===== src/rtl/sextium_iochan.sv =====
// rtl/sextium_iochan.sv - multi-channel I/O and frame port controller
//
// Purpose: runs one read, write or write-then-read exchange on one of
// 2^CH_BITS peripheral channels per runio request. Each strobe phase waits
// for the selected channel's ack and gives up after TIMEOUT cycles. The
// result (rdata, status) is handed to the core with a one-cycle acc_write.
//
// Ports:
//   clock, reset        system clock, asynchronous active-low reset
//   runio, cmd, chan,   start request and its operands (sampled in IDLE)
//   wdata
//   iobusy, acc_write   handshake back to the core controller
//   rdata, status       registered result, held until the next DONE
//   ch_read, ch_write   one-hot per-channel strobes
//   ch_data_out         shared write data
//   ch_ack, ch_data_in  per-channel acknowledge and read data
module sextium_iochan #(
  parameter int WIDTH   = 16,
  parameter int CH_BITS = 2,
  parameter int TIMEOUT = 255
) (
  input  logic                            clock,
  input  logic                            reset,
  input  logic                            runio,
  input  logic [1:0]                      cmd,
  input  logic [CH_BITS-1:0]              chan,
  input  logic [WIDTH-1:0]                wdata,
  output logic                            iobusy,
  output logic                            acc_write,
  output logic [WIDTH-1:0]                rdata,
  output logic [1:0]                      status,
  output logic [(1<<CH_BITS)-1:0]         ch_read,
  output logic [(1<<CH_BITS)-1:0]         ch_write,
  output logic [WIDTH-1:0]                ch_data_out,
  input  logic [(1<<CH_BITS)-1:0]         ch_ack,
  input  logic [(1<<CH_BITS)*WIDTH-1:0]   ch_data_in
);

  localparam int CHANNELS = 1 << CH_BITS;
  // Last counter value of a phase; unused when the timeout is disabled.
  localparam logic [15:0] TO_LAST = (TIMEOUT == 0) ? 16'd0 : 16'(TIMEOUT - 1);

  localparam logic [1:0] CMD_READ  = 2'd0;
  localparam logic [1:0] CMD_WRITE = 2'd1;
  localparam logic [1:0] CMD_XCHG  = 2'd2;

  localparam logic [1:0] ST_OK      = 2'd0;
  localparam logic [1:0] ST_TIMEOUT = 2'd1;
  localparam logic [1:0] ST_BADCMD  = 2'd2;

  typedef enum logic [2:0] {
    S_IDLE,
    S_WR,
    S_RD,
    S_ERR,
    S_DONE
  } state_t;

  state_t               state_q, state_d;
  logic [1:0]           cmd_q, cmd_d;
  logic [CH_BITS-1:0]   chan_q, chan_d;
  logic [WIDTH-1:0]     wdata_q, wdata_d;
  logic [15:0]          cnt_q, cnt_d;
  logic [WIDTH-1:0]     rdata_q, rdata_d;
  logic [1:0]           status_q, status_d;

  logic [WIDTH-1:0]     ch_word [CHANNELS];
  logic [CHANNELS-1:0]  sel_oh;
  logic                 ack_sel;
  logic                 to_hit;

  for (genvar k = 0; k < CHANNELS; k++) begin : g_slice
    assign ch_word[k] = ch_data_in[k*WIDTH +: WIDTH];
  end

  assign sel_oh  = CHANNELS'(1) << chan_q;
  assign ack_sel = ch_ack[chan_q];
  // The phase gives up on the cycle the counter reaches TIMEOUT-1 without ack,
  // so the strobe has been high for exactly TIMEOUT cycles.
  assign to_hit  = (TIMEOUT != 0) && (cnt_q == TO_LAST);

  always_ff @(posedge clock or negedge reset) begin
    if (!reset) begin
      state_q  <= S_IDLE;
      cmd_q    <= '0;
      chan_q   <= '0;
      wdata_q  <= '0;
      cnt_q    <= '0;
      rdata_q  <= '0;
      status_q <= '0;
    end else begin
      state_q  <= state_d;
      cmd_q    <= cmd_d;
      chan_q   <= chan_d;
      wdata_q  <= wdata_d;
      cnt_q    <= cnt_d;
      rdata_q  <= rdata_d;
      status_q <= status_d;
    end
  end

  always_comb begin
    state_d  = state_q;
    cmd_d    = cmd_q;
    chan_d   = chan_q;
    wdata_d  = wdata_q;
    cnt_d    = cnt_q;
    rdata_d  = rdata_q;
    status_d = status_q;
    unique case (state_q)
      S_IDLE: begin
        if (runio) begin
          cmd_d   = cmd;
          chan_d  = chan;
          wdata_d = wdata;
          cnt_d   = '0;
          unique case (cmd)
            CMD_READ:  state_d = S_RD;
            CMD_WRITE: state_d = S_WR;
            CMD_XCHG:  state_d = S_WR;
            default:   state_d = S_ERR;
          endcase
        end
      end
      S_WR: begin
        if (ack_sel) begin
          cnt_d = '0;
          if (cmd_q == CMD_XCHG) begin
            state_d = S_RD;
          end else begin
            rdata_d  = '0;
            status_d = ST_OK;
            state_d  = S_DONE;
          end
        end else if (to_hit) begin
          rdata_d  = '0;
          status_d = ST_TIMEOUT;
          state_d  = S_DONE;
        end else begin
          cnt_d = cnt_q + 16'd1;
        end
      end
      S_RD: begin
        if (ack_sel) begin
          rdata_d  = ch_word[chan_q];
          status_d = ST_OK;
          state_d  = S_DONE;
        end else if (to_hit) begin
          rdata_d  = '0;
          status_d = ST_TIMEOUT;
          state_d  = S_DONE;
        end else begin
          cnt_d = cnt_q + 16'd1;
        end
      end
      S_ERR: begin
        rdata_d  = '0;
        status_d = ST_BADCMD;
        state_d  = S_DONE;
      end
      S_DONE: begin
        state_d = S_IDLE;
      end
      default: begin
        state_d = S_IDLE;
      end
    endcase
  end

  // Everything below decodes registered state only, so the async reset
  // drops the strobes immediately and no input reaches an output directly.
  assign iobusy      = (state_q != S_IDLE);
  assign acc_write   = (state_q == S_DONE);
  assign ch_write    = (state_q == S_WR) ? sel_oh : '0;
  assign ch_read     = (state_q == S_RD) ? sel_oh : '0;
  assign ch_data_out = wdata_q;
  assign rdata       = rdata_q;
  assign status      = status_q;

endmodule


===== config.mk =====
export PLATFORM = sky130hd
export DESIGN_NAME = sextium_iochan
export DESIGN_NICKNAME = d
export VERILOG_FILES = /design/src/rtl/sextium_iochan.sv
export SDC_FILE = /design/constraint.sdc
export NUM_CORES = 1
export LEC_CHECK = 0
export ABC_AREA = 1
export CORE_MARGIN = 2
export CORE_UTILIZATION = 42
export CTS_BUF_LIST = sky130_fd_sc_hd__clkbuf_4
export DETAILED_ROUTE_END_ITERATION = 10
export HOLD_SLACK_MARGIN = 0.08
export PLACE_DENSITY = 0.78
export SYNTH_ARGS = -nofsm -noshare
export SYNTH_HDL_FRONTEND = slang
export SYNTH_SLANG_ARGS = --single-unit

===== constraint.sdc =====
create_clock -name clock -period 1.7 [get_ports clock]
set_input_delay 0.34 -clock clock [delete_from_list [all_inputs] [get_ports clock]]
set_output_delay 0.34 -clock clock [all_outputs]
set_load 0.01 [all_outputs]

==> impl_metrics.ini, run 1 <==
[run_status]
status = finished, violations left
violations = setup timing

[sta]
layout_setup_ws_ns = -0.181
setup_tns_ns = -1.70
period_share_pct = 111
max_freq_mhz = 532
post-route-min-period_ns = 1.88
hold_violations = 0
rsz0062_at_grt = true
slew_headroom_pct = 75.1
finalSetupViolCount = 20
worstMarginPinSlew_ns = 0.370
drv_slew = 0
clock_skew_ns = 0.0154

[worst_setup_path]
cp.required_ns = 1.36
critPathMaxFanout = 5
regToRegSetupSlack_ns = -0.07
r2r_start = chan_q[0]$_DFFE_PN0P_
critPathLaunchType = register
critical_path_class = register to output pin
end_kind = output pin
startpoint = state_q[2]$_DFFE_PN0P_
arrival_ns = 1.54

[synthesis]
synth_xor_xnor_area_share_pct = 1.04
netlist_area_um2 = 3360
synth_top_family_by_area = simple AND/OR/NAND/NOR gates
synth_compound_area_share_pct = 11.3
synth.most_common_cell = nand2_1
synth-edff-count = 0
ys_types = 36
synth_nets = 525
synth_top_area_cell = dfrtp_1
ys.flop_type = dfrtp_1
synth_common_cells = nand2_1 (136), dfrtp_1 (57), nor2_1 (57), inv_1 (34), o22ai_1 (32)
synthMuxAreaShare_pct = 5.36
ys_seq_area_share_pct = 42.4
synth_top_area_share_pct = 42.4
syn_avg_cell_area_um2 = 7.81
synthCells = 431
yosysWarnings = 0
synth-async-reset-ratio_pct = 100
synthSimpleGateAreaFrac_pct = 31.1
synthAdderAreaFrac_pct = 1.12
ys_ff_latch = 57
synth.area.top_cells = dfrtp_1 (42%), nand2_1 (15%), nor2_1 (6.4%)

[grt]
grt_pass1_wl_um = 18300
grt_pass1_vias = 3802
grt.overflow.total = 0
grt_max_degree = 58
antenna_found_initial = 1
grt_use_total_pct = 26.7

[die]
dieArea_um2 = 8740
fp-row-count = 32
core_um2 = 7730
io_pins = 135
start_util_pct = 43.5
fp.dieW_um = 93.5
die_h_um = 93.5

[detailed_routing]
drt_pass1_iterations = 7
highest_layer = met4
wl_met2_um = 6300
drt_iter0_drc = 288
vias_per_cell = 5.31
drtAntennaViolNets = 0
route.met3.wl_um = 935
num_vias = 3889
route.detailed.drc = 0
wire_per_inst_um = 16.9
drt_wl_total_um = 12400
wl_met1_um = 4680

[clock_tree]
cts_sinks = 57
clock_path_buffers = 2
cts_tree = done
htreeDepth = 3
cts-root-buf = clkbuf_4
path_clk_slew_ns = 0.12
cts_made_buffers = 9
clkLatencyLatePin_ns = 0.43

[placed_design]
dp_hpwl_um = 8090
gp_congestion = 0.879
placed_cell_area_um2 = 5020
port_buffers = 134

[cells_and_area]
area_delta_synth_final_pct = 69.8
finalInstanceArea_um2 = 5710
drive_above_1_share_pct = 29.4
final_nets = 718

[power]
leakage_nw = 2.89
p_per_area_nw_per_um2 = 1480
irDropWorstVdd_uv = 979

[run]
max_cap_viol_count = 0

[hold_path]
holdCritPathClass = input pin to asynchronous set/reset pin
final cells by class:
type	count	area [um^2]
clock buffer	9	67.6
clock inverter	7	61.3
fill	529	2020
inverter	43	175
tap	102	128
antenna	1	2.50
timing repair buffer	191	1830
sequential	57	1430
timing repair inverter	2	12.5
multi-input combinational	320	2010
repair_timing:
| item | in CTS | in global routing |
|---|---|---|
| endpoints found under the hold margin | 57 | 0 |
| gates resized for setup | 74 | 106 |
| setup buffers | 11 | 11 |
| endpoints found under the setup margin | 66 | 83 |
| hold buffers | 1 | 0 |
| pin swaps | 7 | 24 |
| gates cloned | 0 | 6 |
cell families after synthesis:
group                      after synthesis
and+or+nand+nor                        238
muxes                                   16
adders and majority gates                3
DFF                                     57
buffers and inverters                   57
xor gates and xnor gates                 4
AOI/OAI and AO/OA                       56
worst paths after layout:
path / to / cells past startpoint
min: rdata[8]$_DFFE_PN0P_ / 3
max in group asynchronous: cnt_q[2]$_DFFE_PN0P_ / 3
max: ch_read[2] / 5
min reg2reg: status[0]$_DFFE_PN0P_ / 2
min in group clock: chan_q[0]$_DFFE_PN0P_ / 3
max reg2reg: rdata[12]$_DFFE_PN0P_ / 12
stage by stage:
step / power (mW) / hold slack [ns] / setup WS [ns] / cells / utilization, %
floorplan: 4.32 / 0.0444 / 0.164 / 431 / -
global placement: 6.10 / 0.360 / -0.167 / 690 / 65.0
detailed placement: 6.20 / 0.369 / -0.164 / 690 / 65.0
CTS: 7.29 / 0.432 / -0.133 / 717 / 67.6
global route: 8.92 / 0.472 / -0.288 / 732 / 73.9
finish: 8.47 / 0.440 / -0.181 / 732 / 73.9
registers in the layout (all words and copies together), names as in the netlist:
signal       cells
cmd_q            2
rdata           16
ch_data_out     16
chan_q           2
cnt_q           16
status           2
state_q          3
routing by layer:
layer | vias up | GRT usage [%]
met4 | 0 | 9.19
met2 | 196 | 45.9
met1 | 1828 | 32.7
met5 | - | 0
met3 | 51 | 6.29
li1 | 1814 | -
where the power goes:
part / leakage (nW) / internal (mW) / switching (mW)
sequential: 0.729 / 1.79 / 0.307
combinational: 2.09 / 2.46 / 2.95
clock: 0.0655 / 0.326 / 0.638
total: 2.89 / 4.58 / 3.89
placed cells by master, fill, tap and decap left out, drive strengths merged:
master and n:
nand3b 1, o22ai 32, inv 43, xor2 2, dfrtp 57, clkinv 5
nor3 3, dlygate4sd2 18, diode 1, nand4 7, a21oi 3, a31oi 1
ha 3, clkinvlp 4, o21ai 8, xnor2 2, nand3 19, o211ai 1
nor2 62, o21a 1, o2111ai 9, mux2 16, clkdlybuf4s50 89, buf 67
clkbuf 9, dlymetal6s2s 16, nand2 149, dlygate4sd3 1, o21bai 1
worst max-delay path, stage by stage (launching register included):
cell	delay, ns
dfrtp_1	0.43
buf_6	0.13
nor3_4	0.19
inv_2	0.09
nor2_1	0.12
buf_2	0.15
(Power assumes the default switching activity.)
==> inputs of run 2 (changes only) <==
--- a/config.mk
+++ b/config.mk
@@ -6,6 +6,7 @@
 export NUM_CORES = 1
 export LEC_CHECK = 0
 export ABC_AREA = 1
+export ABC_CLOCK_PERIOD_IN_PS = 1700
 export CORE_MARGIN = 2
 export CORE_UTILIZATION = 42
 export CTS_BUF_LIST = sky130_fd_sc_hd__clkbuf_4
==> results of run 2 <==
Same layout as run 1: the final DEF is identical, and so are final timing and power.
==> inputs of run 3 (changes only) <==
--- a/config.mk
+++ b/config.mk
@@ -8,11 +8,10 @@
 export ABC_AREA = 1
 export ABC_CLOCK_PERIOD_IN_PS = 1700
 export CORE_MARGIN = 2
-export CORE_UTILIZATION = 42
+export CORE_UTILIZATION = 30
 export CTS_BUF_LIST = sky130_fd_sc_hd__clkbuf_4
 export DETAILED_ROUTE_END_ITERATION = 10
 export HOLD_SLACK_MARGIN = 0.08
-export PLACE_DENSITY = 0.78
 export SYNTH_ARGS = -nofsm -noshare
 export SYNTH_HDL_FRONTEND = slang
 export SYNTH_SLANG_ARGS = --single-unit
==> impl_metrics.ini, run 3 (same netlist as run 1, synthesis figures left out) <==
[run_status]
status = finished, violations left
violations = setup timing

[detailed_routing]
route.detailed.drc = 0
wire_per_inst_um = 14.9
drt_iter0_drc = 156
drt_wl_total_um = 11500
drtAntennaViolNets = 0
drt_pass1_iterations = 4
num_vias = 3700
vias_per_cell = 4.82

[clock_tree]
clock_path_buffers = 2
cts-root-buf = clkbuf_4
htreeDepth = 3
path_clk_slew_ns = 0.12
cts_sinks = 57
cts_made_buffers = 9
cts_tree = done
clkLatencyLatePin_ns = 0.41

[cells_and_area]
finalInstanceArea_um2 = 5660
area_delta_synth_final_pct = 68.2
drive_above_1_share_pct = 25.7
final_nets = 715
stdcell_count = 767
seq_area_um2 = 1430
multi_input_area_um2 = 1880
layout_common_cells = nand2_1 (125), clkdlybuf4s50_1 (91), dfrtp_1 (54)
final_common_cell = nand2_1
fillers = 1014

[sta]
finalSetupViolCount = 14
rsz0062_at_grt = true
worstMarginPinSlew_ns = 0.510
period_share_pct = 103
post-route-min-period_ns = 1.75
slew_headroom_pct = 66.0
hold_violations = 0
clock_skew_ns = 0.0200
layout_setup_ws_ns = -0.0473
max_freq_mhz = 572
drv_slew = 0

[power]
p_per_area_nw_per_um2 = 1420
power.total_mw = 8.05
irDropWorstVdd_uv = 929
leakage_nw = 2.89

[die]
fp.dieW_um = 110
dieArea_um2 = 12100
fp-row-count = 38
io_pins = 135
start_util_pct = 30.9
core_um2 = 10900
die_h_um = 110

[grt]
grt_max_degree = 22
grt_pass1_wl_um = 17700
grt_use_total_pct = 19.0
antenna_found_initial = 1
grt_pass1_vias = 3653
grt.overflow.total = 0

[worst_setup_path]
cpPeakStageDelay_ns = 0.42
reg2reg_to = rdata[0]$_DFFE_PN0P_
reg2regPathDepth = 10
end_kind = output pin
arrival_ns = 1.41
r2r_start = chan_q[0]$_DFFE_PN0P_
cp.required_ns = 1.36
critical_path_class = register to output pin
critPathMaxFanout = 5
critPathLaunchType = register
regToRegSetupSlack_ns = -0.01
cpMaxStageDelayCell = dfrtp_1
cp_cell_sequence = buf_6, nor3_4, inv_2, nor2_1, buf_2

[placed_design]
gp_congestion = 0.925
dp.cells = 728
port_buffers = 134
dp_hpwl_um = 8410
placed_cell_area_um2 = 5110

[hold_path]
holdCritPathClass = input pin to asynchronous set/reset pin

[run]
max_cap_viol_count = 0
run 3: worst max-delay path, delay by kind of cell (launching register included):
family / cells / cell delay [ns]
simple gates: 2 / 0.22
flops: 1 / 0.42
buf+inv: 3 / 0.36
run 3: worst max path at each step:
stage | from | end | slack [ns] | cells after the start
3_3_place_gp | ch_ack[3] | cnt_q[11]$_DFFE_PN0P_ | -0.06 | 10
3_5_place_dp | ch_ack[1] | cnt_q[0]$_DFFE_PN0P_ | -0.09 | 10
5_1_grt | state_q[2]$_DFFE_PN0P_ | ch_read[2] | -0.16 | 5
2_1_floorplan | cnt_q[0]$_DFFE_PN0P_ | rdata[10]$_DFFE_PN0P_ | 0.16 | 10
6_report | state_q[2]$_DFFE_PN0P_ | ch_read[2] | -0.05 | 5
4_1_cts | state_q[1]$_DFFE_PN0P_ | ch_write[1] | -0.09 | 5
run 3: per-layer routing:
metal	wire [um]	GRT usage [%]
met1	4890	23.3
met2	5960	32.9
met3	413	3.79
met4	187	6.60
met5	0	0
run 3: final cells by class:
type,count,area share [%]
multi-input combinational,319,33.2
timing repair buffer,191,33.2
clock buffer,9,1.19
sequential,57,25.3
inverter,43,3.14
clock inverter,7,0.818
antenna,1,0.0442
tap,140,3.09
run 3: per-stage QoR:
step                      worst slack, ns  hold slack [ns]  setup TNS [ns]  util (%)
after floorplan                     0.164           0.0444               0         -
after global placement            -0.0628            0.333          -0.546      46.9
after detailed placement          -0.0910            0.335           -1.09      46.9
after CTS                         -0.0860            0.412          -0.669      48.4
after global routing               -0.159            0.434           -2.48      52.0
final                             -0.0473            0.423          -0.397      52.0
run 3: where the power goes:
part / switching (mW) / total (mW) / internal (mW)
combinational: 2.66 / 5.13 / 2.47
sequential: 0.267 / 2.05 / 1.78
clock: 0.569 / 0.865 / 0.296
total: 3.49 / 8.05 / 4.55
run 3: repair_timing:
item                                    4_1_cts  5_1_grt
pin swaps                                     5       15
hold endpoints to repair                     17        0
endpoints found under the setup margin       24       84
resized for setup                            61       86
setup buffers                                 8       10
gates cloned                                  0        5
hold buffers                                  1        0
